[src/rtl/vend_input_conditioner_if.sv]
// Signal bundle between the vending input conditioner and its consumers.
// The master side drives the raw inputs; the slave (the conditioner) drives the conditioned outputs.
interface vend_input_conditioner_if #(
  parameter int NUM_BTN = 4
);
  logic               slow_CLK;
  logic [NUM_BTN-1:0] btn_in;
  logic               tick;
  logic [NUM_BTN-1:0] btn_level;
  logic [NUM_BTN-1:0] btn_press;
  logic [NUM_BTN-1:0] btn_release;

  modport master (
    output slow_CLK, btn_in,
    input  tick, btn_level, btn_press, btn_release
  );

  modport slave (
    input  slow_CLK, btn_in,
    output tick, btn_level, btn_press, btn_release
  );
endinterface

[src/rtl/vend_input_conditioner.sv]
// Synchronizes the 10 Hz slow clock into a single-cycle tick and debounces
// the button/coin inputs on those ticks, producing levels and edge pulses.
module vend_input_conditioner #(
  parameter int NUM_BTN   = 4,
  parameter int DEB_TICKS = 3
) (
  input  logic                 CLK,
  input  logic                 RST,
  vend_input_conditioner_if.slave bus
);
  localparam int CW = $clog2(DEB_TICKS + 1);
  localparam logic [CW-1:0] LAST = CW'(DEB_TICKS - 1);

  logic               s1, s2, s3;
  logic               tick_q;
  logic [NUM_BTN-1:0] btn_meta;
  logic [NUM_BTN-1:0] btn_sync;
  logic [NUM_BTN-1:0] level_q;
  logic [NUM_BTN-1:0] press_q;
  logic [NUM_BTN-1:0] rel_q;
  logic [CW-1:0]      cnt [NUM_BTN];

  always_ff @(posedge CLK or posedge RST) begin
    if (RST) begin
      s1       <= 1'b0;
      s2       <= 1'b0;
      s3       <= 1'b0;
      tick_q   <= 1'b0;
      btn_meta <= '0;
      btn_sync <= '0;
      level_q  <= '0;
      press_q  <= '0;
      rel_q    <= '0;
      for (int i = 0; i < NUM_BTN; i++) cnt[i] <= '0;
    end else begin
      s1       <= bus.slow_CLK;
      s2       <= s1;
      s3       <= s2;
      tick_q   <= s2 & ~s3;
      btn_meta <= bus.btn_in;
      btn_sync <= btn_meta;
      press_q  <= '0;
      rel_q    <= '0;
      if (tick_q) begin
        // A single disagreeing sample restarts the count for that bit only.
        for (int i = 0; i < NUM_BTN; i++) begin
          if (btn_sync[i] == level_q[i]) begin
            cnt[i] <= '0;
          end else if (cnt[i] == LAST) begin
            level_q[i] <= btn_sync[i];
            cnt[i]     <= '0;
            if (btn_sync[i]) press_q[i] <= 1'b1;
            else             rel_q[i]   <= 1'b1;
          end else begin
            cnt[i] <= cnt[i] + 1'b1;
          end
        end
      end
    end
  end

  assign bus.tick        = tick_q;
  assign bus.btn_level   = level_q;
  assign bus.btn_press   = press_q;
  assign bus.btn_release = rel_q;
endmodule

[src/flat_wrapper.sv]
// flat-port wrapper written by rule: the top's interface ports become plain ports
module vend_input_conditioner_flat 
#(
  parameter int NUM_BTN   = 4,
  parameter int DEB_TICKS = 3
)
  (CLK, RST, bus_slow_CLK, bus_btn_in, bus_tick, bus_btn_level, bus_btn_press, bus_btn_release);
  vend_input_conditioner_if #(.NUM_BTN(NUM_BTN)) bus_i ();
  input  logic CLK;
  input  logic RST;
  input wire logic [$bits(bus_i.slow_CLK)-1:0] bus_slow_CLK;
  input wire logic [$bits(bus_i.btn_in)-1:0] bus_btn_in;
  output wire logic [$bits(bus_i.tick)-1:0] bus_tick;
  output wire logic [$bits(bus_i.btn_level)-1:0] bus_btn_level;
  output wire logic [$bits(bus_i.btn_press)-1:0] bus_btn_press;
  output wire logic [$bits(bus_i.btn_release)-1:0] bus_btn_release;
  assign bus_i.slow_CLK = bus_slow_CLK;
  assign bus_i.btn_in = bus_btn_in;
  assign bus_tick = bus_i.tick;
  assign bus_btn_level = bus_i.btn_level;
  assign bus_btn_press = bus_i.btn_press;
  assign bus_btn_release = bus_i.btn_release;
  vend_input_conditioner #(.NUM_BTN(NUM_BTN), .DEB_TICKS(DEB_TICKS)) u_core (.CLK(CLK), .RST(RST), .bus(bus_i));
endmodule
[config.mk]
export PLATFORM = sky130hd
export DESIGN_NAME = vend_input_conditioner_flat
export DESIGN_NICKNAME = d
export VERILOG_FILES = /design/src/rtl/vend_input_conditioner_if.sv /design/src/rtl/vend_input_conditioner.sv /design/src/flat_wrapper.sv
export SDC_FILE = /design/constraint.sdc
export NUM_CORES = 1
export LEC_CHECK = 0
export CORE_ASPECT_RATIO = 0.75
export CORE_MARGIN = 4
export CORE_UTILIZATION = 50
export DETAILED_ROUTE_END_ITERATION = 8
export PLACE_DENSITY = 0.86
export SYNTH_ARGS = -nofsm -noshare
export SYNTH_HDL_FRONTEND = slang
export SYNTH_SLANG_ARGS = --single-unit
[constraint.sdc]
create_clock -name CLK -period 1.49 [get_ports CLK]
set_clock_uncertainty 0.15 [all_clocks]
set_input_delay 0.149 -clock CLK [delete_from_list [all_inputs] [get_ports CLK]]
set_output_delay 0.149 -clock CLK [all_outputs]
set_load 0.02 [all_outputs]
==> results_dict.tcl, run 1 <==
set metrics [dict create \
    crit_type "reg -> out" \
    cts-root-buf "clkbuf_4" \
    grt_pass1_wl_mm 3.07 \
    r2r_cells 3 \
    slew_violations 0 \
    layout.nets 114 \
    outcome "finished clean" \
    synth_top_area_cell "dfrtp_1" \
    initial_core_util_pct 55.3 \
    gp_congestion 0.722 \
    die_w_microns 63.9 \
    cts_max_level 2 \
    vias 678 \
    diodes 0 \
    slowest_stage "dfrtp_1" \
    fin_tns_setup_ns 0 \
    rr_startpoint "u_core.bus.tick" \
    power_frac_clock_pct 22.6 \
    groute.usage.overall_pct 13.0 \
    dr.pass1.iters 4 \
    power_frac_seq_pct 53.4 \
    grt_max_degree 33 \
    post_cts_buffers 0 \
    cp_top_family "flip-flops" \
    powerDensity_nw_per_um2 1520 \
    holdWs_ns 0.0342 \
    ir_worst_vdd_v 0.000691 \
    endpoint_kind "output port" \
    switching_share_pct 30.2 \
    setup_viol_count_final 0 \
    clk_latency_ns 0.32 \
    syn-instance-count 80 \
    hpwl_mm 1.27 \
    ant_nets 0 \
    leakage_nw 0.691 \
    layout-drive-gt1-share_pct 16.7 \
    instances_no_fill 140 \
    die_height_microns 49.9 \
    clockBufferDepth 2 \
    synth_warnings 0 \
    syn_nets 87 \
    ff2ff_setup_slack_ns 0.12 \
    place_inst 132 \
    start_kind "register" \
    n_fill_cell 166 \
    power_switching_mw 0.669 \
    wl_per_cell_microns 12.5 \
    arrival_ns 1.10 \
    drt_iter0_drc 25 \
    wl_mm 1.75 \
    cp.required_ns 1.19 \
    pre_cts_ws_ns 0.157 \
    grt_overflow 0 \
    fin_crit_sh_pct 93.9 \
    num_io_pins 20 \
    rsz0062_at_grt "false" \
    r2r-end "u_core.bus.btn_level[2]" \
    netlist.area_leader.share_pct 68.4 \
    clock_sinks 32 \
    cts_inserted_buffers 5 \
    slew_headroom_pct 74.9 \
    setup_slack_ns 0.0903 \
    synth_area_leaders "dfrtp_1 (68%), nand3b_1 (5.1%), nor3b_1 (5.1%)" \
    yosysSeqAreaShare_pct 68.4 \
    antenna_found_initial 0 \
    period_minus_slack_ns 1.40 \
    syn_area_per_cell_sq_um 14.6 \
    final_core_util_pct 68.6 \
    synth-seq-cells 32 \
    portBuffers 19 \
    coreArea_sq_um 2120 \
    tightest_slew_ns 0.377 \
    clk_pin_slew_ns 0.10 \
    intPower_mw 1.54 \
    p_comb_share_pct 24.1 \
    drc 0 \
    synth_area_sq_um 1170 \
    grt_pass1_vias 682 \
    yosysUniqueCellTypes 12 \
    crit_chain "dlygate4sd2_1" \
    worst-path-max-fanout 5 \
    num_rows 14 \
    critPathBufInv 1 \
    hold_class "in -> async" \
    cap_violations 0 \
    max_stage_delay_ns 0.42 \
    max_freq_mhz 714 \
    via_per_inst 4.84 \
    finalHoldViolCount 0 \
    cts_tree "yes" \
    syn2layout_area_growth_pct 24.1 \
    dieArea_sq_um 3190 \
]
==> sequential cells by signal, summed over array words and instances (netlist names) <==
register and flops:
u_core.s3 1, u_core.cnt 8, u_core.bus.btn_level 4, u_core.bus.tick 1
u_core.s1 1, u_core.btn_meta 4, u_core.btn_sync 4, u_core.bus.btn_press 4
u_core.bus.btn_release 4, u_core.s2 1
==> layout make-up <==
type                            count  area, sq um  area share (%)
Tap cell                           32         40.0            2.75
Timing Repair Buffer               22          196            13.5
Multi-Input combinational cell     37          322            22.1
Inverter                            9         33.8            2.32
Sequential cell                    32          801            55.1
Clock inverter                      2         10.0           0.688
Clock buffer                        6         51.3            3.53
==> cells in the final DEF (no fill, tap or decap), types with 4 or more instances in the layout <==
master | Yosys | final
clkbuf_4 | 0 | 5
nor3b_1 | 8 | 8
o22ai_1 | 5 | 5
xnor2_1 | 4 | 4
nand3b_1 | 8 | 8
or3b_1 | 4 | 4
dlygate4sd2_1 | 0 | 13
inv_1 | 9 | 9
clkdlybuf4s50_1 | 0 | 6
dfrtp_1 | 32 | 32
==> through the flow <==
step | power, mW | instance area (sq um)
after CTS | 2.24 | 1450
final | 2.21 | 1450
after detailed placement | 1.77 | 1410
after global placement | 1.73 | 1410
after global routing | 2.35 | 1450
after floorplan | 1.57 | 1170
==> power groups by stage <==
stage	Sequential [mW]	Combinational (mW)	Clock, mW
4_1_cts	1.18	0.542	0.516
2_1_floorplan	1.23	0.337	0
5_1_grt	1.21	0.576	0.561
3_5_place_dp	1.20	0.578	0
6_report	1.18	0.532	0.499
3_3_place_gp	1.17	0.558	0
==> cells by family (layout without fill, tap and decap cells) <==
logic type	Yosys count	after routing	synth area share [%]
buffers and inverters	11	39	4.17
muxes	4	4	4.81
and+or+nand+nor	21	21	13.8
xor gates and xnor gates	4	4	2.99
DFF	32	32	68.4
AOI/OAI and AO/OA	8	8	5.88
==> Yosys cell counts <==
library cell	n
nand3b_1	8
nor2b_1	1
or3b_1	4
o22ai_2	3
nor3b_1	8
inv_1	9
mux2_2	1
mux2_4	3
o22ai_1	5
buf_4	2
dfrtp_1	32
xnor2_1	4
==> worst max path at each step <==
stage                                        from                 endpoint  cells past startpoint
after floorplan                   u_core.bus.tick  u_core.bus.btn_level[2]                      3
after global placement            u_core.bus.tick  u_core.bus.btn_level[2]                      3
after detailed placement          u_core.bus.tick  u_core.bus.btn_level[2]                      3
after CTS                 u_core.bus.btn_level[0]         bus_btn_level[0]                      1
after global routing      u_core.bus.btn_level[1]         bus_btn_level[1]                      1
final                     u_core.bus.btn_level[0]         bus_btn_level[0]                      1
==> per-layer routing <==
metal  GRT usage, %  part of all wire (%)
met1           15.8                    46
met2           19.7                    45
met3           6.82                   7.4
met4           4.30                   1.1
met5              0                     0
==> repair_timing <==
item                                    4_1_cts  5_1_grt
hold buffers                                  0        0
resized for setup                            13        0
endpoints found under the setup margin       13        0
Note: power is estimated with default switching activity, not from simulation.
==> run 2: changes to the inputs <==
--- a/config.mk
+++ b/config.mk
@@ -5,8 +5,9 @@
 export SDC_FILE = /design/constraint.sdc
 export NUM_CORES = 1
 export LEC_CHECK = 0
+export CAP_MARGIN = 25
 export CORE_ASPECT_RATIO = 0.75
-export CORE_MARGIN = 4
+export CORE_MARGIN = 10
 export CORE_UTILIZATION = 50
 export DETAILED_ROUTE_END_ITERATION = 8
 export PLACE_DENSITY = 0.86
==> results_dict.tcl, run 2 (synthesized netlist as in run 1, its figures left out) <==
set metrics [dict create \
    fin_tns_setup_ns 0 \
    clock_sinks 32 \
    slowest_stage "dfrtp_1" \
    tightest_slew_ns 0.257 \
    layout_commonest_cell "dfrtp_1" \
    grt-busiest-layer "met2" \
    max_freq_mhz 713 \
    setup_viol_count_final 0 \
    max_stage_delay_ns 0.42 \
    syn2layout_area_growth_pct 27.4 \
    cts-root-buf "clkbuf_4" \
    use_met3_pct 6.35 \
    rsz0062_at_grt "false" \
    clk_latency_ns 0.32 \
    pre_cts_ws_ns 0.143 \
    grt_max_degree 21 \
    largest_reg_flops 8 \
    outcome "finished clean" \
    multiInputGateArea_sq_um 322 \
    total_power_mw 2.37 \
    powerDensity_nw_per_um2 1590 \
    dr.pass1.iters 5 \
    drc 0 \
    top_register "u_core.cnt" \
    leakage_nw 0.701 \
    critPathBufInv 1 \
    layout_common_cells "dfrtp_1 (32), dlygate4sd2_1 (11), inv_1 (9), nand3b_1 (8), nor3b_1 (8)" \
    cap_violations 0 \
    cts_max_level 2 \
    slew_headroom_pct 82.7 \
    hold_class "in -> reg" \
    clockBufferDepth 2 \
    start_kind "register" \
    num_rows 15 \
    ir_worst_vdd_v 0.000845 \
    coreArea_sq_um 2270 \
    antenna_found_initial 0 \
    via_per_inst 4.88 \
    n_fill_cell 181 \
    period_minus_slack_ns 1.40 \
    wl_per_cell_microns 14.0 \
    cts_tree "yes" \
    worst-path-max-fanout 5 \
    place_inst 135 \
    cts_inserted_buffers 5 \
    die_w_microns 75.9 \
    die_height_microns 61.9 \
    clk_pin_slew_ns 0.10 \
    layout-drive-gt1-share_pct 16.4 \
    num_io_pins 20 \
    instances_no_fill 144 \
    arrival_ns 1.10 \
    vias 702 \
    crit_type "reg -> out" \
    layout.nets 116 \
    globalRouteMet2Util_pct 17.3 \
    met1_usage_pct 10.8 \
    portBuffers 19 \
    fin_crit_sh_pct 94.2 \
    setup_slack_ns 0.0866 \
    initial_core_util_pct 51.6 \
    grt_pass1_vias 783 \
    endpoint_kind "output port" \
    seqCellArea_sq_um 801 \
    grt_pass1_wl_mm 3.53 \
    slew_violations 0 \
    ant_nets 0 \
    finalHoldViolCount 0 \
    wl_mm 2.02 \
    dieArea_sq_um 4700 \
    final_core_util_pct 65.7 \
    cp_top_family "flip-flops" \
    groute.usage.overall_pct 10.6 \
    gp_congestion 0.668 \
    drt_iter0_drc 52 \
    grt_overflow 0 \
    hpwl_mm 1.46 \
    crit_chain "dlygate4sd2_1" \
    diodes 0 \
    cp.required_ns 1.19 \
]
## run 2: changes by cell type in the layout (fill, tap and decap cells not counted), sizes merged
| cell | before | now |
|---|---|---|
| buf | 3 | 4 |
| clkinv | 2 | 1 |
| clkdlybuf4s15 | 0 | 2 |
| bufinv | 0 | 1 |
| dlygate4sd2 | 13 | 11 |
| dlygate4sd3 | 0 | 1 |
## run 2: path summary, 6_finish.rpt
check	slack, ns	cells past startpoint	startpoint	endpoint
min in group asynchronous	0.53	4	RST	u_core.btn_meta[2]
worst min register to register	0.21	0	u_core.btn_meta[1]	u_core.btn_sync[1]
worst max-delay path	0.09	1	u_core.bus.btn_level[1]	bus_btn_level[1]
max in group asynchronous	0.41	4	RST	u_core.bus.btn_level[1]
worst max register to register	0.17	3	u_core.bus.tick	u_core.bus.btn_level[2]
worst min-delay path	0.1	1	bus_slow_CLK	u_core.s1
## run 2: timing repair
item | 4_1_cts | 5_1_grt
resized for setup | 13 | 2
endpoints found under the hold margin | 12 | 0
hold buffers | 1 | 0
endpoints found under the setup margin | 13 | 2
gates cloned | 0 | 0
setup buffers | 0 | 0
## run 2: stage by stage
step                      hold WS (ns)  instance area [sq um]
after floorplan                 0.0304                   1170
after global placement           0.183                   1420
after detailed placement         0.187                   1420
after CTS                       0.0851                   1490
after global routing            0.0723                   1490
final                           0.0998                   1490
## run 2: cell type report
type                            instances  share of cell area [%]
Timing Repair Buffer                   24                    14.5
Multi-Input combinational cell         37                    21.6
Sequential cell                        32                    53.7
Clock inverter                          2                    2.35
Clock buffer                            6                    2.77
Inverter                                9                    2.27
Tap cell                               34                    2.85
## run 2: routing by layer
metal | wire length [microns] | up-vias | part of all wire, %
met5 | 0 | - | 0
met4 | 31 | 0 | 1.5
met3 | 153 | 4 | 7.6
met2 | 1020 | 20 | 50
met1 | 818 | 348 | 40
li1 | - | 330 | -
## run 2: power breakdown
group          total (mW)  switching, mW  internal (mW)
Combinational       0.546          0.245          0.301
Clock               0.632          0.280          0.352
Sequential           1.19          0.161           1.03
Total                2.37          0.686           1.68
